**src/rtl/fetch_unit.sv**
```systemverilog
// Instruction fetch stage: latches the PC, runs a req/ack read against
// instruction memory and holds the fetched word for the decoder under a
// valid/ready handshake. A taken jump (flush) discards wrong-path work.
module fetch_unit #(
  parameter int ADDR_W  = 8,
  parameter int INSTR_W = 16
) (
  input  logic               clk,
  input  logic               rst_n,
  input  logic [ADDR_W-1:0]  pc_addr,
  output logic               pc_advance,
  input  logic               flush,
  output logic               imem_req,
  output logic [ADDR_W-1:0]  imem_addr,
  input  logic               imem_ack,
  input  logic [INSTR_W-1:0] imem_rdata,
  output logic               instr_valid,
  input  logic               instr_ready,
  output logic [INSTR_W-1:0] instr,
  output logic [ADDR_W-1:0]  instr_addr
);

  typedef enum logic [1:0] {
    S_IDLE  = 2'd0,
    S_WAIT  = 2'd1,
    S_DRAIN = 2'd2,
    S_FULL  = 2'd3
  } state_t;

  state_t               r_state;
  logic                 r_imem_req;
  logic [ADDR_W-1:0]    r_imem_addr;
  logic                 r_instr_valid;
  logic [INSTR_W-1:0]   r_instr;
  logic [ADDR_W-1:0]    r_instr_addr;
  logic                 w_wait_ack;

  // A live read completing in WAIT is the only non-jump reason to move the PC.
  assign w_wait_ack = (r_state == S_WAIT) & imem_ack;
  assign pc_advance = flush | (w_wait_ack & ~flush);

  assign imem_req    = r_imem_req;
  assign imem_addr   = r_imem_addr;
  assign instr_valid = r_instr_valid;
  assign instr       = r_instr;
  assign instr_addr  = r_instr_addr;

  // Fetch FSM with registered outputs; a request, once raised, is held until
  // the memory acks it, so a flush mid-read goes through DRAIN.
  always_ff @(posedge clk or negedge rst_n) begin
    if (!rst_n) begin
      r_state       <= S_IDLE;
      r_imem_req    <= 1'b0;
      r_imem_addr   <= '0;
      r_instr_valid <= 1'b0;
      r_instr       <= '0;
      r_instr_addr  <= '0;
    end else begin
      case (r_state)
        S_IDLE: begin
          // On a flush the PC is loading its target this edge, so wait a cycle.
          if (!flush) begin
            r_imem_addr <= pc_addr;
            r_imem_req  <= 1'b1;
            r_state     <= S_WAIT;
          end
        end
        S_WAIT: begin
          if (imem_ack) begin
            r_imem_req <= 1'b0;
            if (flush) begin
              r_state <= S_IDLE;
            end else begin
              r_instr       <= imem_rdata;
              r_instr_addr  <= r_imem_addr;
              r_instr_valid <= 1'b1;
              r_state       <= S_FULL;
            end
          end else if (flush) begin
            r_state <= S_DRAIN;
          end
        end
        S_DRAIN: begin
          // Wrong-path read: wait out the ack and throw the data away.
          if (imem_ack) begin
            r_imem_req <= 1'b0;
            r_state    <= S_IDLE;
          end
        end
        S_FULL: begin
          // A flush voids any same-cycle handshake with the decoder.
          if (flush) begin
            r_instr_valid <= 1'b0;
            r_state       <= S_IDLE;
          end else if (instr_ready) begin
            r_instr_valid <= 1'b0;
            r_imem_addr   <= pc_addr;
            r_imem_req    <= 1'b1;
            r_state       <= S_WAIT;
          end
        end
        default: begin
          r_state <= S_IDLE;
        end
      endcase
    end
  end

endmodule

```
**config.mk**
```make
export PLATFORM = sky130hd
export DESIGN_NAME = fetch_unit
export DESIGN_NICKNAME = d
export VERILOG_FILES = /design/src/rtl/fetch_unit.sv
export SDC_FILE = /design/constraint.sdc
export NUM_CORES = 1
export LEC_CHECK = 0
export BUFFER_PORTS_ARGS = -buffer_cell sky130_fd_sc_hd__buf_2
export CELL_PAD_IN_SITES_DETAIL_PLACEMENT = 0
export CELL_PAD_IN_SITES_GLOBAL_PLACEMENT = 1
export CORE_MARGIN = 2
export CORE_UTILIZATION = 33
export CTS_CLUSTER_SIZE = 20
export DETAILED_ROUTE_END_ITERATION = 8
export GPL_TIMING_DRIVEN = 1
export PLACE_DENSITY_LB_ADDON = 0.1
export SLEW_MARGIN = 20
export SYNTH_ARGS = -nofsm -noshare
export SYNTH_HDL_FRONTEND = slang
export SYNTH_SLANG_ARGS = --single-unit
```
**constraint.sdc**
```tcl
create_clock -name clk -period 1.76 [get_ports clk]
set_input_delay 0.088 -clock clk [delete_from_list [all_inputs] [get_ports clk]]
set_output_delay 0.088 -clock clk [all_outputs]
set_load 0.005 [all_outputs]
```
### Word-level counts from Yosys, hierarchy flattened

Cells that the tools add are included.
Widths: inputs -> output; s select.

* equality and inequality tests: 12
* mux-type cells: 21
* bitwise operators: 4
* reductions and logical operators: 9

Operator list (count)
* $mux 8: 3
* $pmux 8 s2: 1
* $reduce_and 4->1: 4
* $mux 2: 7
* $ne 2x2->1 const B: 6
* $pmux 2 s4: 1
* $mux 1: 7
* $ne 3x3->1 const B: 2
* $eq 2x2->1 const B: 2
* $reduce_bool 2->1: 2
* $pmux 1 s3: 1
* $reduce_and 3->1: 1
* $and 1x1->1: 2
* $eq 2x1->1 const B: 1
* $logic_not 2->1: 1
* $ne 2x1->1 const B: 1
* $pmux 1 s2: 1
* $reduce_or 2->1: 1
* $not 1->1: 1
* $or 1x1->1: 1

* bits in registers: 36
* output and inout bits: 35

### Longest topological paths before layout

Gate-level depths: netlist of the first run.

* word-level depth: 4
* mapped depth: 6
* mapped depth without buffers: 6

### Worst setup path before layout of the first run

No wires, ideal clock.

* path kind: register -> register
* start point: register r_state[0]
* end point: register r_imem_addr[0], in the netlist imem_addr[0]
* library setup time: 0.125 ns
* data arrival time: 1.539 ns
* setup slack: 0.096 ns
* cell stages (with the launch flop): 5
* path buffers: 0
* period minus slack after synthesis: 1.664 ns
* cells stage by stage: dfrtp_1 -> inv_1 -> ha_1 -> o32ai_4 -> mux2_2

* cells in the longest elaborated chain, start to end: 3

Ends and longest elaborated chain
* start: declaration: line 30 `state_t r_state;`
* start signal: assignment: line 52 `r_state <= S_IDLE;`
* start signal: assignment: line 65 `r_state <= S_WAIT;`
* start signal: assignment: line 72 `r_state <= S_IDLE;`
* $eq 2x2->1 or $logic_not 2->1 (tied branches): line 59 `case (r_state)`
* $ne 2x2->1 (no source line) or $reduce_bool 2->1 (tied branches)
* $reduce_and 4->1 (no source line)
* end signal: assignment: line 63 `r_imem_addr <= pc_addr;`
* end signal: assignment: line 97 `r_imem_addr <= pc_addr;`
* end: declaration: line 32 `logic [ADDR_W-1:0] r_imem_addr;`

Parallel ways exist; a longest one is shown, timed or not.
A chain may end at the register's enable or synchronous reset.

### Final worst setup path of the first run

* start point: register r_state[0]
* end point: register r_state[1]

* cells in the longest elaborated chain, start to end: 3

Ends and longest elaborated chain (line)
* $eq 2x2->1 (tied with other cells): 59
* $ne 3x3->1 (no source line) or $ne 2x2->1 (tied branches)
* $reduce_and 4->1 (no source line)

Parallel ways exist; a longest one is shown, timed or not.

==> impl_metrics.tcl, run 1 <==
set metrics [dict create \
    power-per-cell-area_nw_per_um2 1740 \
    clock_tree_from_tritoncts "yes" \
    final_skew_ps 6.26 \
    hold-worst-slack_ps 35.8 \
    wl_per_cell_um 13.1 \
    totalPowerFinal_uw 3740 \
    post_synth_main_area_contributors "sky130_fd_sc_hd__dfrtp_1 57%, sky130_fd_sc_hd__mux2_2 23%, sky130_fd_sc_hd__ha_1 5.6%" \
    place.detailed.instances 224 \
    synth_seq_cells 36 \
    number_of_levels_the_h_tree_was_split_into 2 \
    syn_area_per_cell_sq_um 14.9 \
    vias 1102 \
    comb_power_share_pct 39.8 \
    gp_routability_congestion 0.696 \
    overall_global_routing_resource_usage_pct 13.4 \
    arithmetic_cell_share_of_the_synthesized_area_counting_full_adders_half_adders_and_majority_gates_pct 5.59 \
    ys_seq_area_share_pct 57.5 \
    worst-endpoint-arrival_ps 1850 \
    holdCritPathClass "input port to flop" \
    tns_ps 0 \
    die_w_um 72.9 \
    timing_worst_setup_path_type "flop to flop" \
    clock_tree.root_cell "sky130_fd_sc_hd__clkbuf_8" \
    detailedPlacementHpwl_um 2300 \
    run_status "finished, final reports clean" \
    clockPowerShare_pct 20.7 \
    final_layout_size_suffix_gt1_share_pct 66.7 \
    main_combinational_cell_family_by_area_after_synthesis "multiplexers" \
    first_global_vias 1155 \
    timing.critical_path.fanout_max 5 \
    launching_element_type_of_the_critical_path "flop" \
    timing.critical_path.slowest_stage_cell "sky130_fd_sc_hd__dfrtp_2" \
    max_slew.worst_pin.slew_ps 439 \
    yosys.area_share.simple_pct 1.84 \
    crit_path_max_incr_delay_ps 420 \
    syn-instance-count 105 \
    grt_max_degree 37 \
    remaining_drc_errors 0 \
    io_buffers 63 \
    die_h_um 72.9 \
    ant_nets 0 \
    rows 25 \
    timing.critical_path.required_ps 1920 \
    worst_setup_hold_path_clk_slew_ps 70 \
    synthDistinctLibCells 20 \
    design.die.area_sq_um 5320 \
    antenna_found_initial 0 \
    cts_inserted_buffers 5 \
    drtIter0Drc 13 \
    switchingPower_uw 1100 \
    placeableCoreArea_sq_um 4660 \
    rsz0062_at_grt "yes" \
    worst_ir_drop_vdd_mv 0.730 \
    crit_path_cell_trace "inv_2 > buf_4 > ha_1 > a21o_1 > a221oi_2 > mux2_1" \
    ys_warn_count 0 \
    synth_compound_area_share_pct 6.46 \
    ioPinCount 64 \
    setup-violations-final 0 \
    leakagePower_uw 0.00104 \
    syn-cell-area_sq_um 1570 \
    synth.top_cell.area_share_pct 57.5 \
    drt_pre_antenna_iters 2 \
    fmax_mhz 591 \
    drv.max_cap_violation_count 0 \
    cts-root-to-sink-buffers 2 \
    final_critical_path_share_of_the_clock_period_pct 96.2 \
    avgViaCountPerCell 4.71 \
    clock-sinks 36 \
    capturing_element_type_of_the_critical_path "flop" \
    p_int_uw 2640 \
    share_seq_of_total_power_pct 39.5 \
    nNetsFinal 215 \
    synthToLayoutAreaGrowth_pct 37.0 \
    postRouteWirelength_um 3080 \
    initial_utilization_pct 33.6 \
    post-synth-top-area-cell "sky130_fd_sc_hd__dfrtp_1" \
    globalRouteOverflowTotal 0 \
    drv_slew 0 \
    antenna_cells 0 \
    synth_nets 141 \
    maxSlewHeadroom_pct 70.8 \
    switching_share_pct 29.4 \
    multiplexer_share_of_the_synthesized_area_pct 25.7 \
    timing.final.hold_violations 0 \
    finalWorstPathRequiredPeriod_ps 1690 \
    post-route-util_pct 46.1 \
    clock_latency_of_the_later_clocked_register_in_the_worst_skew_pair_ps 280 \
    finish.cell_count_without_fillers 234 \
    synthXorXnorAreaFrac_pct 0 \
    grt_pass1_wl_um 5340 \
]
-- worst max-delay path, delay by kind of cell (launching register included) --
kind | cells | cell delay [ps]
compound gates | 2 | 430
fa+ha+maj | 1 | 180
buf+inv | 2 | 190
flops | 1 | 420
mux | 1 | 360
-- kinds of logic (layout without fill, tap and decap cells) --
kind of cell,after synthesis,after routing
adders and majority gates,7,7
and+or+nand+nor,5,5
muxes,36,36
buffers and inverters,9,84
AOI/OAI and AO/OA,12,12
DFF,36,36
-- stage by stage --
stage               area [sq um]  setup slack (ps)
detailed placement          1980             -60.9
CTS                         2140              11.2
finish                      2150              67.7
floorplan                   1570              95.9
global route                2150             -6.97
global placement            1980              33.2
-- what timing repair did --
action	in CTS	in global routing
pin swaps	1	1
endpoints found under the hold margin	36	0
hold buffers	1	0
gates resized for setup	0	7
endpoints found under the setup margin	8	11
setup buffers	1	0
-- sequential cells by signal, indices dropped and copies added (netlist names) --
name	count
instr_valid	1
r_state	2
imem_addr	8
imem_req	1
instr	16
instr_addr	8
-- Yosys cell counts --
master                     count
sky130_fd_sc_hd__buf_6         1
sky130_fd_sc_hd__o22ai_1       1
sky130_fd_sc_hd__buf_2         2
sky130_fd_sc_hd__a21o_1        1
sky130_fd_sc_hd__nor2_1        2
sky130_fd_sc_hd__mux2i_1       2
sky130_fd_sc_hd__mux2_2       32
sky130_fd_sc_hd__ha_1          7
sky130_fd_sc_hd__a221oi_2      1
sky130_fd_sc_hd__inv_1         5
sky130_fd_sc_hd__dfrtp_1      36
sky130_fd_sc_hd__a211oi_1      2
sky130_fd_sc_hd__o21ai_0       5
sky130_fd_sc_hd__nand2_1       1
sky130_fd_sc_hd__mux2_1        2
sky130_fd_sc_hd__a21oi_1       1
sky130_fd_sc_hd__nand3_2       1
sky130_fd_sc_hd__o32ai_4       1
sky130_fd_sc_hd__nor3b_1       1
sky130_fd_sc_hd__inv_4         1
-- cell usage in the layout (no fill, tap or decap), types with 3 or more instances in the layout --
cell type,count
sky130_fd_sc_hd__mux2_2,32
sky130_fd_sc_hd__o21ai_0,5
sky130_fd_sc_hd__buf_4,4
sky130_fd_sc_hd__ha_1,5
sky130_fd_sc_hd__inv_1,3
sky130_fd_sc_hd__dfrtp_1,34
sky130_fd_sc_hd__clkbuf_8,7
sky130_fd_sc_hd__buf_2,63
-- routing by layer --
layer	share of wire [%]	track usage [%]	wire [um]
met1	39	15.2	1210
met2	54	22.6	1650
met3	5.6	5.39	171
met4	1.4	4.94	43
met5	0	0	0
-- final timing paths --
path                           startpoint    endpoint  slack, ps  cells after the start
hold reg to reg                  instr[9]    instr[9]        500                      1
hold / removal             imem_rdata[10]   instr[10]         40                      2
setup / recovery               r_state[0]  r_state[1]         70                      6
max in group asynchronous           rst_n  r_state[1]       1040                      3
setup reg to reg               r_state[0]  r_state[1]         70                      6
min in group asynchronous           rst_n    instr[2]        370                      3
-- final cells by class --
cell class / instances / area, sq um
Clock inverter: 1 / 30.0
Sequential cell: 36 / 903
Inverter: 6 / 25.0
Fill cell: 422 / 2510
Tap cell: 54 / 67.6
Multi-Input combinational cell: 60 / 629
Clock buffer: 7 / 96.3
Timing Repair Buffer: 70 / 395
-- power groups by stage --
stage	combinational, uW	sequential, uW	clock, uW
2_1_floorplan	754	1510	0
3_3_place_gp	1430	1460	0
3_5_place_dp	1450	1490	0
4_1_cts	1500	1480	806
5_1_grt	1650	1560	848
6_report	1490	1480	773
No activity file was read; power rests on OpenSTA's default activity.
==> run 2, diff against run 1 <==
Settings changed: REMOVE_ABC_BUFFERS set to 1.
==> impl_metrics.tcl, run 2 (synthesized netlist as in run 1, its figures left out) <==
set metrics [dict create \
    run_status "finished, final reports clean" \
    capturing_element_type_of_the_critical_path "flop" \
    fmax_mhz 594 \
    gp_routability_congestion 0.751 \
    clock_tree.root_cell "sky130_fd_sc_hd__clkbuf_8" \
    nNetsFinal 219 \
    leading_cell_type_in_the_layout_fill_and_taps_excluded "sky130_fd_sc_hd__buf_2" \
    wl_per_cell_um 13.8 \
    grt_pass1_wl_um 5300 \
    vias 1102 \
    postRouteWirelength_um 3290 \
    layout.area.seq_sq_um 902 \
    ant_nets 0 \
    r2r-start "r_state[0]" \
    final_cell_mix "63 x sky130_fd_sc_hd__buf_2, 35 x sky130_fd_sc_hd__dfrtp_1, 32 x sky130_fd_sc_hd__mux2_2" \
    timing_worst_setup_path_type "flop to flop" \
    drtIter0Drc 22 \
    totalPowerFinal_uw 3670 \
    die_h_um 72.9 \
    drt_pre_antenna_iters 2 \
    power-per-cell-area_nw_per_um2 1690 \
    hold-worst-slack_ps 26.0 \
    detailedPlacementHpwl_um 2360 \
    largest_register_ffs 16 \
    overall_global_routing_resource_usage_pct 13.2 \
    remaining_drc_errors 0 \
    cts-root-to-sink-buffers 2 \
    timing.critical_path.fanout_max 5 \
    clock_tree_from_tritoncts "yes" \
    final_layout_size_suffix_gt1_share_pct 67.9 \
    number_of_levels_the_h_tree_was_split_into 2 \
    rows 25 \
    leakagePower_uw 0.00104 \
    worst-endpoint-arrival_ps 1850 \
    max_slew.worst_pin.slew_ps 816 \
    die_w_um 72.9 \
    worst_ir_drop_vdd_mv 0.583 \
    timing.critical_path.required_ps 1920 \
    placeableCoreArea_sq_um 4660 \
    io_buffers 63 \
    ioPinCount 64 \
    cts_inserted_buffers 5 \
    drv_slew 0 \
    setup-violations-final 0 \
    antenna_cells 0 \
    globalRouteOverflowTotal 0 \
    drv.max_cap_violation_count 0 \
    synthToLayoutAreaGrowth_pct 38.4 \
    antenna_found_initial 0 \
    grt_max_degree 37 \
    timing.final.hold_violations 0 \
    final_skew_ps 6.04 \
    launching_element_type_of_the_critical_path "flop" \
    first_global_vias 1152 \
    final_critical_path_share_of_the_clock_period_pct 95.7 \
    design.die.area_sq_um 5320 \
    holdCritPathClass "input port to flop" \
    worst_setup_hold_path_clk_slew_ps 70 \
    initial_utilization_pct 33.6 \
    startpoint "r_state[0]" \
    avgViaCountPerCell 4.63 \
    holdCritStartpoint "pc_addr[1]" \
    clock-sinks 36 \
    num-fill-cells 451 \
    multi_input_area_sq_um 664 \
    finalWorstPathRequiredPeriod_ps 1680 \
    clock_latency_of_the_later_clocked_register_in_the_worst_skew_pair_ps 280 \
    maxSlewHeadroom_pct 45.6 \
]
==> run 2: changes by cell type in the layout (fill, tap and decap cells not counted), sizes merged <==
cell,previous run,this run
clkbuf,7,8
buf,69,73
bufinv,1,0
==> run 2: worst max-delay path, stage by stage, from the launching register on <==
cell	delay [ps]
sky130_fd_sc_hd__dfrtp_1	420
sky130_fd_sc_hd__buf_4	150
sky130_fd_sc_hd__ha_1	260
sky130_fd_sc_hd__o32ai_4	260
sky130_fd_sc_hd__buf_6	160
sky130_fd_sc_hd__mux2_2	320
==> run 2: final cells by class <==
type                            count  area share (%)
Inverter                            6            1.15
Timing Repair Buffer               74            19.4
Sequential cell                    36            41.6
Clock buffer                        8            4.15
Multi-Input combinational cell     60            30.6
Tap cell                           54            3.11
==> run 2: path summary, 6_finish.rpt <==
check                      slack, ps  cells past startpoint       endpoint
max                               80                      5   imem_addr[3]
min                               30                      2   imem_addr[1]
max reg2reg                       80                      5   imem_addr[3]
min reg2reg                      500                      1  instr_addr[6]
max in group asynchronous        750                      2     r_state[1]
min in group asynchronous        450                      2      instr[10]
==> run 2: where the power goes <==
group | switching (uW) | internal, uW | leakage (uW)
logic | 640 | 968 | 0.000575
clock network | 274 | 319 | 0.0000455
registers | 223 | 1250 | 0.000423
total | 1140 | 2540 | 0.00104
==> run 2: timing repair <==
item | in CTS | in global routing
endpoints found under the hold margin | 36 | 0
endpoints found under the setup margin | 9 | 11
pin swaps | 1 | 3
buffers inserted | 3 | 3
hold buffers | 1 | 0
resized for setup | 1 | 13
==> run 2: routing by layer <==
metal  track usage, %  wire length [um]  part of all wire, %  vias up
met5                0                 0                    0        -
met4             5.56                29                 0.88        0
met3             5.25               207                  6.3        4
met2             20.7              1610                   49       31
met1             16.1              1450                   44      542
li1                 -                 -                    -      525
==> run 2: stage by stage <==
stage	setup WS, ps	cell area (sq um)	instances	util [%]	TNS, ps
2_1_floorplan	95.9	1550	102	-	0
6_report	75.8	2170	238	46.6	0
3_5_place_dp	-72.1	1970	223	42.3	-532
4_1_cts	9.08	2100	235	45.0	0
3_3_place_gp	2.64	1970	223	42.3	0
5_1_grt	-6.00	2170	238	46.6	-12.9
